## config.mk

```make
export PLATFORM = sky130hd
export DESIGN_NAME = bram_arbiter_flat
export DESIGN_NICKNAME = d
export VERILOG_FILES = /design/src/rtl/bram_arbiter_if.sv /design/src/rtl/bram_arbiter.sv /design/src/flat_wrapper.sv
export SDC_FILE = /design/constraint.sdc
export NUM_CORES = 1
export LEC_CHECK = 0
export BUFFER_PORTS_ARGS = -buffer_cell sky130_fd_sc_hd__buf_2
export CAP_MARGIN = 20
export CELL_PAD_IN_SITES_DETAIL_PLACEMENT = 1
export CELL_PAD_IN_SITES_GLOBAL_PLACEMENT = 1
export CORE_AREA = 2 2 86 88
export CTS_CLUSTER_SIZE = 28
export DETAILED_ROUTE_END_ITERATION = 6
export DIE_AREA = 0 0 88 90
export PLACE_DENSITY_LB_ADDON = 0.25
export SETUP_SLACK_MARGIN = 0.1
export SLEW_MARGIN = 20
export SYNTH_ARGS = -nofsm -noshare
export SYNTH_HDL_FRONTEND = slang
export SYNTH_SLANG_ARGS = --single-unit
```

## constraint.sdc

```tcl
create_clock -name clk -period 3.6 [get_ports clk]
set_input_delay 0.36 -clock clk [delete_from_list [all_inputs] [get_ports clk]]
set_output_delay 0.36 -clock clk [all_outputs]
set_load 0.01 [all_outputs]
```

## src/rtl/bram_arbiter_if.sv

```systemverilog
// rtl/bram_arbiter_if.sv - requester A/B command and response channels plus BRAM port bundle
interface bram_arbiter_if #(
  parameter int DATA_WIDTH = 8,
  parameter int ADDR_WIDTH = 4
);
  logic                  a_valid;
  logic                  a_ready;
  logic                  a_we;
  logic [ADDR_WIDTH-1:0] a_addr;
  logic [DATA_WIDTH-1:0] a_wdata;
  logic                  a_rsp_valid;
  logic [DATA_WIDTH-1:0] a_rsp_data;

  logic                  b_valid;
  logic                  b_ready;
  logic                  b_we;
  logic [ADDR_WIDTH-1:0] b_addr;
  logic [DATA_WIDTH-1:0] b_wdata;
  logic                  b_rsp_valid;
  logic [DATA_WIDTH-1:0] b_rsp_data;

  logic                  bram_write_enable;
  logic                  bram_read_enable;
  logic [ADDR_WIDTH-1:0] bram_address;
  logic [DATA_WIDTH-1:0] bram_data_in;
  logic [DATA_WIDTH-1:0] bram_data_out;

  // Client engines and the BRAM instance together form the master side.
  modport master (
    output a_valid, a_we, a_addr, a_wdata,
    input  a_ready, a_rsp_valid, a_rsp_data,
    output b_valid, b_we, b_addr, b_wdata,
    input  b_ready, b_rsp_valid, b_rsp_data,
    input  bram_write_enable, bram_read_enable, bram_address, bram_data_in,
    output bram_data_out
  );

  // The arbiter is the slave side.
  modport slave (
    input  a_valid, a_we, a_addr, a_wdata,
    output a_ready, a_rsp_valid, a_rsp_data,
    input  b_valid, b_we, b_addr, b_wdata,
    output b_ready, b_rsp_valid, b_rsp_data,
    output bram_write_enable, bram_read_enable, bram_address, bram_data_in,
    input  bram_data_out
  );
endinterface

```

## src/rtl/bram_arbiter.sv

```systemverilog
// rtl/bram_arbiter.sv - round-robin two-requester arbiter for a single-port BRAM
module bram_arbiter #(
  parameter int DATA_WIDTH = 8,
  parameter int ADDR_WIDTH = 4,
  parameter int CNT_WIDTH  = 16
) (
  input  logic                 clk,
  input  logic                 rst,
  bram_arbiter_if.slave        bus,
  output logic [CNT_WIDTH-1:0] grant_cnt_a,
  output logic [CNT_WIDTH-1:0] grant_cnt_b
);
  // last_grant_b = 1 means B won the most recent transfer, so A wins the next conflict.
  logic                  last_grant_b;
  logic                  rsp_pending;
  logic                  rsp_owner_b;
  logic [ADDR_WIDTH-1:0] addr_q;
  logic [DATA_WIDTH-1:0] data_q;

  logic                  grant_a;
  logic                  grant_b;
  logic                  grant_any;
  logic                  win_we;
  logic [ADDR_WIDTH-1:0] win_addr;
  logic [DATA_WIDTH-1:0] win_wdata;

  // Pick the winner for this cycle; ready doubles as the grant since it only rises with valid.
  always_comb begin
    grant_a   = 1'b0;
    grant_b   = 1'b0;
    win_we    = 1'b0;
    win_addr  = addr_q;
    win_wdata = data_q;
    if (!rst) begin
      grant_a = bus.a_valid && (!bus.b_valid || last_grant_b);
      grant_b = bus.b_valid && !grant_a;
    end
    if (grant_a) begin
      win_we    = bus.a_we;
      win_addr  = bus.a_addr;
      win_wdata = bus.a_wdata;
    end else if (grant_b) begin
      win_we    = bus.b_we;
      win_addr  = bus.b_addr;
      win_wdata = bus.b_wdata;
    end
    grant_any = grant_a || grant_b;
  end

  assign bus.a_ready = grant_a;
  assign bus.b_ready = grant_b;

  // Enables are mutually exclusive by construction; address/data hold their last driven value when idle.
  assign bus.bram_write_enable = grant_any && win_we;
  assign bus.bram_read_enable  = grant_any && !win_we;
  assign bus.bram_address      = win_addr;
  assign bus.bram_data_in      = (grant_any && win_we) ? win_wdata : data_q;

  // Read data is shared; only the owner's valid qualifies it. Reset drops an in-flight response.
  assign bus.a_rsp_valid = rsp_pending && !rsp_owner_b && !rst;
  assign bus.b_rsp_valid = rsp_pending && rsp_owner_b && !rst;
  assign bus.a_rsp_data  = bus.bram_data_out;
  assign bus.b_rsp_data  = bus.bram_data_out;

  // Round-robin pointer and response tracking, updated only on a transfer.
  always_ff @(posedge clk) begin
    if (rst) begin
      last_grant_b <= 1'b1;
      rsp_pending  <= 1'b0;
      rsp_owner_b  <= 1'b0;
    end else begin
      rsp_pending <= grant_any && !win_we;
      if (grant_any) begin
        last_grant_b <= grant_b;
        rsp_owner_b  <= grant_b;
      end
    end
  end

  // Remember the last address and write data so an idle BRAM port stays quiet.
  always_ff @(posedge clk) begin
    if (grant_any) begin
      addr_q <= win_addr;
    end
    if (grant_any && win_we) begin
      data_q <= win_wdata;
    end
  end

  // Per-requester accepted-command counters, saturating at all ones.
  always_ff @(posedge clk) begin
    if (rst) begin
      grant_cnt_a <= '0;
      grant_cnt_b <= '0;
    end else begin
      if (grant_a && (grant_cnt_a != '1)) begin
        grant_cnt_a <= grant_cnt_a + 1'b1;
      end
      if (grant_b && (grant_cnt_b != '1)) begin
        grant_cnt_b <= grant_cnt_b + 1'b1;
      end
    end
  end
endmodule

```

## src/flat_wrapper.sv

```systemverilog
// flat-port wrapper written by rule: the top's interface ports become plain ports
module bram_arbiter_flat 
#(
  parameter int DATA_WIDTH = 8,
  parameter int ADDR_WIDTH = 4,
  parameter int CNT_WIDTH  = 16
)
  (clk, rst, grant_cnt_a, grant_cnt_b, bus_a_valid, bus_a_we, bus_a_addr, bus_a_wdata, bus_a_ready, bus_a_rsp_valid, bus_a_rsp_data, bus_b_valid, bus_b_we, bus_b_addr, bus_b_wdata, bus_b_ready, bus_b_rsp_valid, bus_b_rsp_data, bus_bram_write_enable, bus_bram_read_enable, bus_bram_address, bus_bram_data_in, bus_bram_data_out);
  bram_arbiter_if #(.DATA_WIDTH(DATA_WIDTH), .ADDR_WIDTH(ADDR_WIDTH)) bus_i ();
  input  logic clk;
  input  logic rst;
  output logic [CNT_WIDTH-1:0] grant_cnt_a;
  output logic [CNT_WIDTH-1:0] grant_cnt_b;
  input wire logic [$bits(bus_i.a_valid)-1:0] bus_a_valid;
  input wire logic [$bits(bus_i.a_we)-1:0] bus_a_we;
  input wire logic [$bits(bus_i.a_addr)-1:0] bus_a_addr;
  input wire logic [$bits(bus_i.a_wdata)-1:0] bus_a_wdata;
  output wire logic [$bits(bus_i.a_ready)-1:0] bus_a_ready;
  output wire logic [$bits(bus_i.a_rsp_valid)-1:0] bus_a_rsp_valid;
  output wire logic [$bits(bus_i.a_rsp_data)-1:0] bus_a_rsp_data;
  input wire logic [$bits(bus_i.b_valid)-1:0] bus_b_valid;
  input wire logic [$bits(bus_i.b_we)-1:0] bus_b_we;
  input wire logic [$bits(bus_i.b_addr)-1:0] bus_b_addr;
  input wire logic [$bits(bus_i.b_wdata)-1:0] bus_b_wdata;
  output wire logic [$bits(bus_i.b_ready)-1:0] bus_b_ready;
  output wire logic [$bits(bus_i.b_rsp_valid)-1:0] bus_b_rsp_valid;
  output wire logic [$bits(bus_i.b_rsp_data)-1:0] bus_b_rsp_data;
  output wire logic [$bits(bus_i.bram_write_enable)-1:0] bus_bram_write_enable;
  output wire logic [$bits(bus_i.bram_read_enable)-1:0] bus_bram_read_enable;
  output wire logic [$bits(bus_i.bram_address)-1:0] bus_bram_address;
  output wire logic [$bits(bus_i.bram_data_in)-1:0] bus_bram_data_in;
  input wire logic [$bits(bus_i.bram_data_out)-1:0] bus_bram_data_out;
  assign bus_i.a_valid = bus_a_valid;
  assign bus_i.a_we = bus_a_we;
  assign bus_i.a_addr = bus_a_addr;
  assign bus_i.a_wdata = bus_a_wdata;
  assign bus_a_ready = bus_i.a_ready;
  assign bus_a_rsp_valid = bus_i.a_rsp_valid;
  assign bus_a_rsp_data = bus_i.a_rsp_data;
  assign bus_i.b_valid = bus_b_valid;
  assign bus_i.b_we = bus_b_we;
  assign bus_i.b_addr = bus_b_addr;
  assign bus_i.b_wdata = bus_b_wdata;
  assign bus_b_ready = bus_i.b_ready;
  assign bus_b_rsp_valid = bus_i.b_rsp_valid;
  assign bus_b_rsp_data = bus_i.b_rsp_data;
  assign bus_bram_write_enable = bus_i.bram_write_enable;
  assign bus_bram_read_enable = bus_i.bram_read_enable;
  assign bus_bram_address = bus_i.bram_address;
  assign bus_bram_data_in = bus_i.bram_data_in;
  assign bus_i.bram_data_out = bus_bram_data_out;
  bram_arbiter #(.DATA_WIDTH(DATA_WIDTH), .ADDR_WIDTH(ADDR_WIDTH), .CNT_WIDTH(CNT_WIDTH)) u_core (.clk(clk), .rst(rst), .bus(bus_i), .grant_cnt_a(grant_cnt_a), .grant_cnt_b(grant_cnt_b));
endmodule
```

Word-level counts from Yosys, hierarchy flattened. Cells that the tools add are included.

Output and inout bits: 66. Input bits: 38. Register bits after elaboration: 47. Logic and storage cells: 37.

Equal/unequal tests: 2. Multiplexer cells: 9. Add/subtract/negate cells: 2. Reduce and logical (&&, ||, !) cells: 17.

Operators by type and width (count): adder 16 x 1 -> 16 bit (second input constant) (2); inequality test 16 bit (second input constant) (2); 2-to-1 mux 8 bit (3); logical AND 1 bit (10); 2-to-1 mux 4 bit (2); zero test 1 bit (5); 2-to-1 mux 1 bit (4); logical OR 1 bit (2).

Depth between registers and ports, before layout. Gate-level depths: netlist of run 1.

Depth after elaboration: 10. Gate-level depth with buffers: 6. Depth with buffers taken out: 5.

Worst setup path after synthesis of run 1. Ideal clock, no wire load.

Path kind: input to output. Start: in rst. End: out bus_bram_address[0]. Cell stages on the path: 5. Arrival time: 1482 ps. Required time: 3240 ps. Path buffers: 1. Setup slack: 1758 ps. Cell sequence: and2b_2 > nand2_2 > buf_2 > clkinv_1 > o21ai_0.

Elaborated cells on any way between the ends: 4. Classes of those cells: mux: 4.

RTL lines: start: declaration (RTL line flat_wrapper.sv:11) `input logic rst;`; 2-to-1 mux 1 bit (RTL line bram_arbiter.sv:34) `if (!rst) begin`; net bus_a_ready (RTL line flat_wrapper.sv:18) `output wire logic [$bits(bus_i.a_ready)-1:0] bus_a_ready;`; 2-to-1 mux 4 bit (RTL line bram_arbiter.sv:38) `if (grant_a) begin`; end: declaration (RTL line flat_wrapper.sv:30) `output wire logic [$bits(bus_i.bram_address)-1:0] bus_bram_address;`.

The timed path passes the listed nets, and every way through them passes these cells.

Worst setup path in the final report of run 1.
Start: in rst. End: out bus_bram_address[1].

Longest elaborated chain between the ends: 3. Elaborated cells on any way between the ends: 4. Classes of those cells: mux: 4.

RTL lines: 2-to-1 mux 1 bit (RTL line bram_arbiter.sv:34); 2-to-1 mux 4 bit (RTL line bram_arbiter.sv:42) `end else if (grant_b) begin`; 2-to-1 mux 4 bit (*) (RTL line bram_arbiter.sv:38).

Every way passes the cells marked *; elsewhere a longest branch is shown, timed or not.

==> flow_summary.ini, run 1 <==
[outcome]
status = finished, final reports clean

[global_routing]
grt_use_total = 0.186
busiest_layer = met2
antenna_found_initial = 0
grt_use_met3 = 0.0376
use_met1 = 0.247
grt_max_degree = 27
met2_usage = 0.299
grt_pass1_wl_mm = 11.9
grt_pass1_vias = 2409
gr-total-overflow = 0

[cts]
clk_latency_ns = 0.30
clockBufferDepth = 2
cts_sinks = 47
cts_resized = 0
clk_pin_slew_ns = 0.09
htree_levels = 2
cts_made_buffers = 5
cts_tree = yes
ctsHoldBuffers = 0
post_cts_buffers = 0
root_buffer = clkbuf_8

[timing]
tightest_slew_ns = 0.682
setup_violations = 0
hold_viol = 0
max_slew_margin = 0.544
skew_ns = 0.00407
clock.fmax_ghz = 0.378
tns_ns = 0
drv_slew = 0
fin_crit_sh = 0.735
rsz0062_at_grt = no
min_period_ns = 2.65

[drt]
wl_per_cell_um = 16.3
avgViaCountPerCell = 5.42
drt-total-wl_mm = 7.26
drcViolationCount = 0
first_pass_iters = 4
vias = 2410
drt_iter0_drc = 119
postRouteAntennaNets = 0

[floorplanning]
ios = 104
core_area_mm2 = 0.00702
die_h_um = 90
die_w_um = 88
initial_core_util = 0.364
die_area_mm2 = 0.00792
rows = 31

[worst_setup_path]
reg2reg_slack_ns = 1.35
setup.worst_path.class = in -> out
arrival_ns = 2.29
cp_num_buf_inv = 3
critPathMaxStageDelay_ns = 0.40
slowest_stage = clkinv_1
cp_top_family = buffers and inverters
crit_top_cell = buf_2
worstSetupStartpointType = primary input
rr_endpoint = u_core.grant_cnt_a[9]
crit_path_end_kind = primary output
cp.required_ns = 3.24
cp_max_fo = 26
path_cells = buf_2 > and2b_2 > nand2_2 > clkinv_1 > o21ai_0 > buf_2
reg2regPathDepth = 6
reg2reg_from = u_core.grant_cnt_a[0]

[final_layout]
most-common-layout-cells = 79 x buf_2, 43 x dfxtp_1, 17 x nand2_1
multiInputGateArea_mm2 = 0.00135
drive_gt1_frac = 0.303
mostFrequentLayoutCell = buf_2
fill_cells = 866
final_util = 0.429
seqCellArea_um2 = 981
diodes = 0
area_growth_pct = 17.9
fin_nets = 385

[place]
place_congestion = 0.784
hpwl_mm = 5.26
port_buffers = 79

[worst_hold_path]
holdPathStages = 3
hold_path.class = in -> reg
min_to = u_core.addr_q[2]
hp-start = bus_a_addr[2]

[synthesis]
syn_avg_cell_area_um2 = 9.03
seq_area_frac_synth = 0.384
syn_area_mm2 = 0.00256
yosys-top-cells-area = dfxtp_1 34%, mux2i_1 4.7%, buf_4 4.7%, edfxtp_1 4.7%, a21oi_1 3.1%
syn_nets = 323
ys_types = 50
syn_inst = 283
ys_ff_latch = 47
netlist.area_leader.share = 0.337
synth_top_area_cell = dfxtp_1
yosysWarnings = 0

[pwr]
irDropWorstVdd_v = 0.000135
p_leak_nw = 1.31
power.density_mw_per_mm2 = 338

[run]
maxCapViolations = 0
## layer usage
| layer | up-vias | share of wire |
|---|---|---|
| met5 | - | 0 |
| met1 | 1159 | 0.47 |
| met2 | 44 | 0.47 |
| met4 | 0 | 0.020 |
| li1 | 1195 | - |
| met3 | 12 | 0.039 |
## synth_stat cells, drive strengths merged
master	instances
dfxtp	43
buf	25
nand2	18
a21oi	16
nand3	15
inv	12
mux2i	12
o21ai	12
or4	11
nand4	10
nor2	10
o31ai	10
and3	9
o22ai	8
o311ai	8
o41ai	7
nor2b	6
nor4	6
or3	6
mux2	5
and4	4
edfxtp	4
nor3	4
clkbuf	3
a21boi	2
a31oi	2
and3b	2
ha	2
nand2b	2
a211oi	1
a21bo	1
a41oi	1
and2b	1
clkinv	1
nand3b	1
nor3b	1
nor4b	1
o21bai	1
## worst reg2reg max path: cells and delay by family, from the launching register on
family	cells	cell delay (ns)
buffers and inverters	1	0.31
multiplexers	1	0.32
AND/OR/NAND/NOR	3	0.75
adder cells (fa/ha/maj)	1	0.30
flip-flops	1	0.46
## report_power, final
group / switching, mW / internal (mW)
Sequential: 0.0101 / 0.551
Clock: 0.184 / 0.137
Combinational: 0.0801 / 0.0566
## logic make-up (layout without fill, tap and decap cells)
group | Yosys count | after routing | share of synthesized area
AOI/OAI and AO/OA | 69 | 69 | 0.184
adders and majority gates | 2 | 2 | 0.00979
buffers and inverters | 41 | 104 | 0.0871
DFF | 47 | 47 | 0.384
muxes | 17 | 17 | 0.0690
and+or+nand+nor | 107 | 107 | 0.267
## registers in the layout, indices dropped and copies added, names as in the netlist
name,cells
u_core.rsp_owner_b,1
u_core.grant_cnt_b,16
u_core.addr_q,4
u_core.rsp_pending,1
u_core.data_q,8
u_core.grant_cnt_a,16
u_core.last_grant_b,1
## cell type report
class                      instances  area share
tap                               99      0.0411
sequential                        47       0.326
clock inverter                     1     0.00166
timing repair buffer              83       0.141
inverter                          13      0.0162
clock buffer                       7      0.0253
multi-input combinational        195       0.449
## through the flow
step	instances	area [um^2]	worst slack (ns)	total power, mW	hold slack, ns
floorplan	283	2560	1.76	0.666	0.493
global route	445	3010	0.707	1.06	0.396
global placement	437	2930	1.04	0.706	0.441
CTS	445	3010	0.929	1.03	0.369
detailed placement	437	2930	0.936	0.712	0.454
finish	445	3010	0.954	1.02	0.366
## how the worst max path moves through the flow
stage / from / to / slack, ns / depth (start not counted)
after floorplan: rst / bus_bram_address[0] / 1.76 / 5
after global placement: rst / bus_bram_address[2] / 1.04 / 6
after detailed placement: rst / bus_bram_address[2] / 0.94 / 6
after CTS: rst / bus_bram_address[2] / 0.93 / 6
after global routing: rst / bus_bram_address[2] / 0.71 / 6
final: rst / bus_bram_address[1] / 0.95 / 6
No activity file was read; power rests on OpenSTA's default activity.
==> run 2: changes to the inputs <==
--- a/config.mk
+++ b/config.mk
@@ -5,14 +5,15 @@
 export SDC_FILE = /design/constraint.sdc
 export NUM_CORES = 1
 export LEC_CHECK = 0
+export ABC_AREA = 1
 export BUFFER_PORTS_ARGS = -buffer_cell sky130_fd_sc_hd__buf_2
 export CAP_MARGIN = 20
 export CELL_PAD_IN_SITES_DETAIL_PLACEMENT = 1
 export CELL_PAD_IN_SITES_GLOBAL_PLACEMENT = 1
-export CORE_AREA = 2 2 86 88
+export CORE_AREA = 2 2 99 101
 export CTS_CLUSTER_SIZE = 28
 export DETAILED_ROUTE_END_ITERATION = 6
-export DIE_AREA = 0 0 88 90
+export DIE_AREA = 0 0 101 103
 export PLACE_DENSITY_LB_ADDON = 0.25
 export SETUP_SLACK_MARGIN = 0.1
 export SLEW_MARGIN = 20
==> constraint.sdc (replaced) <==
create_clock -name clk -period 2.4 [get_ports clk]
set_input_delay 0.24 -clock clk [delete_from_list [all_inputs] [get_ports clk]]
set_output_delay 0.24 -clock clk [all_outputs]
set_load 0.01 [all_outputs]
==> run 2 against run 1 <==
Net effect: register-to-register slack worse by 0.79 ns; count of clock-buffer cells in the layout stayed put; synthesized cell count up 42%; die area grew 31%; combinational power increased by 91%; sequential power grew 53%; clock skew is 0.0036 ns higher.
==> flow_summary.ini, run 2 <==
[floorplanning]
core_area_mm2 = 0.00946
die_w_um = 101
rows = 36
ios = 104
initial_core_util = 0.289
die_h_um = 103
die_area_mm2 = 0.0104

[worst_setup_path]
rr_endpoint = u_core.grant_cnt_b[8]
cp_max_fo = 18
reg2regPathDepth = 7
worstSetupStartpointType = flop
setup.worst_path.class = reg -> out
reg2reg_from = u_core.grant_cnt_b[0]
arrival_ns = 1.87
cp.required_ns = 2.16
crit_path_end_kind = primary output
reg2reg_slack_ns = 0.56

[cts]
post_cts_buffers = 0
clockBufferDepth = 2
clk_pin_slew_ns = 0.09
clk_latency_ns = 0.30
cts_tree = yes
root_buffer = clkbuf_8
htree_levels = 2
cts_sinks = 47
cts_made_buffers = 5

[final_layout]
most-common-layout-cells = 134 x nand2_1, 79 x buf_2, 48 x nor2_1
top_regs = u_core.grant_cnt_a x16, u_core.grant_cnt_b x16, u_core.data_q x8
multiInputGateArea_mm2 = 0.00141
fin_nets = 504
diodes = 0
instances_no_fill = 579
final_util = 0.336
seqCellArea_um2 = 981
fill_cells = 1251
area_growth_pct = 16.4
drive_gt1_frac = 0.230
mostFrequentLayoutCell = nand2_1
final_area_mm2 = 0.00318

[global_routing]
grt_max_degree = 20
gr-total-overflow = 0
grt_use_total = 0.154
grt_pass1_vias = 2768
grt_pass1_wl_mm = 13.0
antenna_found_initial = 0

[drt]
vias = 2691
drt-total-wl_mm = 7.56
wl_per_cell_um = 13.1
postRouteAntennaNets = 0
avgViaCountPerCell = 4.65
drcViolationCount = 0
first_pass_iters = 4
drt_iter0_drc = 77

[timing]
skew_ns = 0.00768
drv_slew = 0
hold_viol = 0
tns_ns = 0
clock.fmax_ghz = 0.475
rsz0062_at_grt = no
fin_crit_sh = 0.877
setup_ws_ns = 0.294
setup_violations = 0
tightest_slew_ns = 0.620
min_period_ns = 2.11
max_slew_margin = 0.585

[pwr]
p_leak_nw = 1.38
irDropWorstVdd_v = 0.000211
power.density_mw_per_mm2 = 504

[worst_hold_path]
hp-start = bus_a_valid
holdPathStages = 2
min_to = u_core.last_grant_b
hold_path.class = in -> reg

[synthesis]
syn_inst = 401
synth_enable_flop_cells = 4
yosysWarnings = 0
synthTopCellsByCount = 134 x nand2_1, 48 x nor2_1, 43 x dfxtp_1
ys_types = 33
syn_avg_cell_area_um2 = 6.81
synthArstFlopShare = 0
synthFlopType = dfxtp_1
seq_area_frac_synth = 0.359
syn_nets = 441
synth.most_common_cell = nand2_1
syn_area_mm2 = 0.00273
yosys-top-cells-area = dfxtp_1 32%, nand2_1 18%, nor2_1 6.6%, buf_4 4.7%, a21oi_1 4.6%
ys_ff_latch = 47
netlist.area_leader.share = 0.315
synth_top_area_cell = dfxtp_1

[place]
place_congestion = 0.728
post_dp_cell_area_mm2 = 0.00309
pre_cts_ws_ns = 0.416
hpwl_mm = 5.78
dp_cells = 571
port_buffers = 79

[run]
maxCapViolations = 0

[outcome]
status = finished, final reports clean
[run 2: per-stage QoR]
stage                     hold WS (ns)  total power, mW
after floorplan                  0.369             1.06
after global placement           0.433             1.13
after detailed placement         0.435             1.14
after CTS                        0.194             1.63
after global routing             0.230             1.70
final                            0.203             1.60
[run 2: kinds of logic (layout without fill, tap and decap cells)]
kind of cell | after synthesis | after routing | share of synthesized area
and+or+nand+nor | 232 | 232 | 0.371
buffers and inverters | 62 | 126 | 0.126
DFF | 47 | 47 | 0.359
AOI/OAI and AO/OA | 45 | 45 | 0.0935
xor gates and xnor gates | 13 | 13 | 0.0417
adders and majority gates | 2 | 2 | 0.00916
[run 2: repair_timing]
item | CTS | global route
resized for setup | 1 | 0
hold buffers | 0 | 0
setup endpoints to repair | 1 | 1
pin swaps | 0 | 1
hold endpoints to repair | 0 | 0
[run 2: worst max path at each step]
| stage | startpoint | slack [ns] | endpoint |
|---|---|---|---|
| 4_1_cts | u_core.last_grant_b | 0.23 | bus_bram_data_in[6] |
| 3_5_place_dp | rst | 0.42 | bus_bram_data_in[6] |
| 3_3_place_gp | rst | 0.50 | bus_bram_data_in[1] |
| 2_1_floorplan | u_core.grant_cnt_a[0] | 0.79 | u_core.grant_cnt_a[10] |
| 6_report | u_core.last_grant_b | 0.29 | bus_bram_data_in[6] |
| 5_1_grt | u_core.last_grant_b | 0.12 | bus_bram_data_in[6] |
[run 2: area by class of cell]
| cell class | count | area share |
|---|---|---|
| sequential | 47 | 0.309 |
| clock buffer | 7 | 0.0240 |
| tap | 114 | 0.0449 |
| multi-input combinational | 292 | 0.444 |
| clock inverter | 1 | 0.00158 |
| timing repair buffer | 82 | 0.132 |
| inverter | 36 | 0.0449 |
[run 2: layer usage]
layer  up-vias  wire, um  track usage
met3         6       580       0.0454
met5         -         0            0
met1      1225      3540        0.196
li1       1392         -            -
met4         0        78       0.0385
met2        68      3360        0.256
[run 2: where the power goes]
| part | total, mW | switching, mW | internal (mW) |
|---|---|---|---|
| combinational | 0.261 | 0.162 | 0.0984 |
| sequential | 0.857 | 0.0169 | 0.840 |
| clock | 0.484 | 0.278 | 0.206 |
| total | 1.60 | 0.458 | 1.14 |
[run 2: worst max-delay path, cell delays in order (launching register included)]
cell	delay (ns)
dfxtp_1	0.31
inv_1	0.05
nand2_2	0.08
nand2_4	0.08
nor2_8	0.18
inv_6	0.11
nand2_4	0.11
inv_1	0.10
nor2_4	0.23
nand2_1	0.09
nand2_1	0.09
buf_2	0.13
==> run 3: changes to the inputs <==
--- a/config.mk
+++ b/config.mk
@@ -10,11 +10,11 @@
 export CAP_MARGIN = 20
 export CELL_PAD_IN_SITES_DETAIL_PLACEMENT = 1
 export CELL_PAD_IN_SITES_GLOBAL_PLACEMENT = 1
-export CORE_AREA = 2 2 99 101
+export CORE_AREA = 2 2 91 110
 export CTS_CLUSTER_SIZE = 28
 export DETAILED_ROUTE_END_ITERATION = 6
-export DIE_AREA = 0 0 101 103
-export PLACE_DENSITY_LB_ADDON = 0.25
+export DIE_AREA = 0 0 93 112
+export PLACE_DENSITY_LB_ADDON = 0.1
 export SETUP_SLACK_MARGIN = 0.1
 export SLEW_MARGIN = 20
 export SYNTH_ARGS = -nofsm -noshare
==> run 3 against run 2 <==
Net effect: sequential share of layout area decreased by 0.98 points; clock power increased by 73%; clock skew shrank 0.0024 ns; fmax grew 0.18%; register-to-register slack about the same; flip-flop and latch count is the same; sequential power barely moved; largest power group unchanged; die area grew 0.12%; total power rose by 22%; via count up 1.8%; final cell count increased by 1.6%; worst hold slack better by 0.0096 ns.
==> flow_summary.ini, run 3 (synthesis results as in run 2) <==
[cts]
cts_made_buffers = 5
clockBufferDepth = 2
htree_levels = 2
cts_sinks = 47
root_buffer = clkbuf_16
clk_pin_slew_ns = 0.07
clk_latency_ns = 0.29
cts_tree = yes
ctsHoldBuffers = 0

[floorplanning]
rows = 39
ios = 104
die_area_mm2 = 0.0104
die_h_um = 112
core_area_mm2 = 0.00937
die_w_um = 93
initial_core_util = 0.291

[final_layout]
fin_nets = 504
mostFrequentLayoutCell = nand2_1
area_growth_pct = 20.2
diodes = 0
top_regs = u_core.grant_cnt_a x16, u_core.grant_cnt_b x16, u_core.data_q x8
most-common-layout-cells = 134 x nand2_1, 79 x buf_2, 48 x nor2_1
final_area_mm2 = 0.00328
drive_gt1_frac = 0.234

[global_routing]
grt_use_total = 0.157
grt_pass1_vias = 2753
antenna_found_initial = 0
gr-total-overflow = 0
grt_pass1_wl_mm = 13.1
grt_max_degree = 21

[drt]
wl_per_cell_um = 13.1
avgViaCountPerCell = 4.66
drt-total-wl_mm = 7.72
postRouteAntennaNets = 0
first_pass_iters = 4
drcViolationCount = 0
vias = 2739
drt_iter0_drc = 73

[run]
maxCapViolations = 0

[timing]
hold_viol = 0
min_period_ns = 2.10
max_slew_margin = 0.644
clock.fmax_ghz = 0.476
drv_slew = 0
fin_hold_ws_ns = 0.213
setup_violations = 0
tns_ns = 0
rsz0062_at_grt = yes
setup_ws_ns = 0.298
fin_crit_sh = 0.876
tightest_slew_ns = 0.534
skew_ns = 0.00529

[place]
port_buffers = 79
place_congestion = 0.743
post_dp_cell_area_mm2 = 0.00309
hpwl_mm = 5.75
pre_cts_ws_ns = 0.451

[pwr]
irDropWorstVdd_v = 0.000267
p_leak_nw = 1.43
power.density_mw_per_mm2 = 597

[worst_setup_path]
critPathMaxStageDelay_ns = 0.31
path_cells = inv_1 > nand2_2 > nand2_4 > nor2_8 > inv_6 > nand2_4 > inv_1 > nor2_4 > nand2_1 > nand2_1 > buf_2
cp_max_fo = 18
arrival_ns = 1.86
slowest_stage = dfxtp_1
worstSetupStartpointType = flop
crit_path_end_kind = primary output
cp.required_ns = 2.16
setup.worst_path.class = reg -> out

[outcome]
status = finished, final reports clean

[worst_hold_path]
hold_path.class = in -> reg
## run 3: changes by cell type in the layout (fill, tap and decap cells not counted)
| cell | before | now |
|---|---|---|
| bufinv_16 | 0 | 1 |
| clkbuf_1 | 2 | 0 |
| clkbuf_16 | 0 | 5 |
| clkbuf_8 | 5 | 1 |
## run 3: worst max-delay path, delay by kind of cell, from the launching register on
kind	cells	cell delay, ns
flip-flops	1	0.31
AND/OR/NAND/NOR	7	0.85
buffers and inverters	4	0.40
## run 3: power by group
| group | total, mW | leakage (nW) | internal (mW) | switching, mW |
|---|---|---|---|---|
| combinational | 0.264 | 0.953 | 0.100 | 0.164 |
| clock | 0.835 | 0.0868 | 0.519 | 0.316 |
| sequential | 0.858 | 0.389 | 0.841 | 0.0174 |
## run 3: cell type report
cell class / count / area (um^2)
clock buffer: 6 / 139
clock inverter: 2 / 35.0
fill: 1226 / 6090
inverter: 36 / 143
multi-input combinational: 292 / 1410
sequential: 47 / 981
tap: 123 / 154
timing repair buffer: 82 / 418
## run 3: path summary, 6_finish.rpt
kind / from / endpoint / slack [ns] / depth (start not counted)
setup reg to reg: u_core.grant_cnt_b[0] / u_core.grant_cnt_b[11] / 0.55 / 7
hold reg to reg: u_core.data_q[0] / u_core.data_q[0] / 0.45 / 2
hold / removal: bus_a_valid / u_core.last_grant_b / 0.21 / 2
setup / recovery: u_core.last_grant_b / bus_bram_data_in[7] / 0.30 / 11
## run 3: stage by stage
step | power, mW | cells | utilization
2_1_floorplan | 1.06 | 401 | -
3_3_place_gp | 1.14 | 579 | 0.330
3_5_place_dp | 1.14 | 579 | 0.330
4_1_cts | 2.00 | 587 | 0.349
5_1_grt | 2.05 | 588 | 0.350
6_report | 1.96 | 588 | 0.350
## run 3: timing repair
item                                   in CTS  in global routing
resized for setup                           0                  1
setup buffers                               0                  1
setup endpoints to repair                   0                 10
endpoints found under the hold margin       0                  0
## run 3: layer usage
metal,track usage,share of wire
met3,0.0352,0.041
met5,0,0
met1,0.190,0.43
met4,0.0451,0.013
met2,0.275,0.51
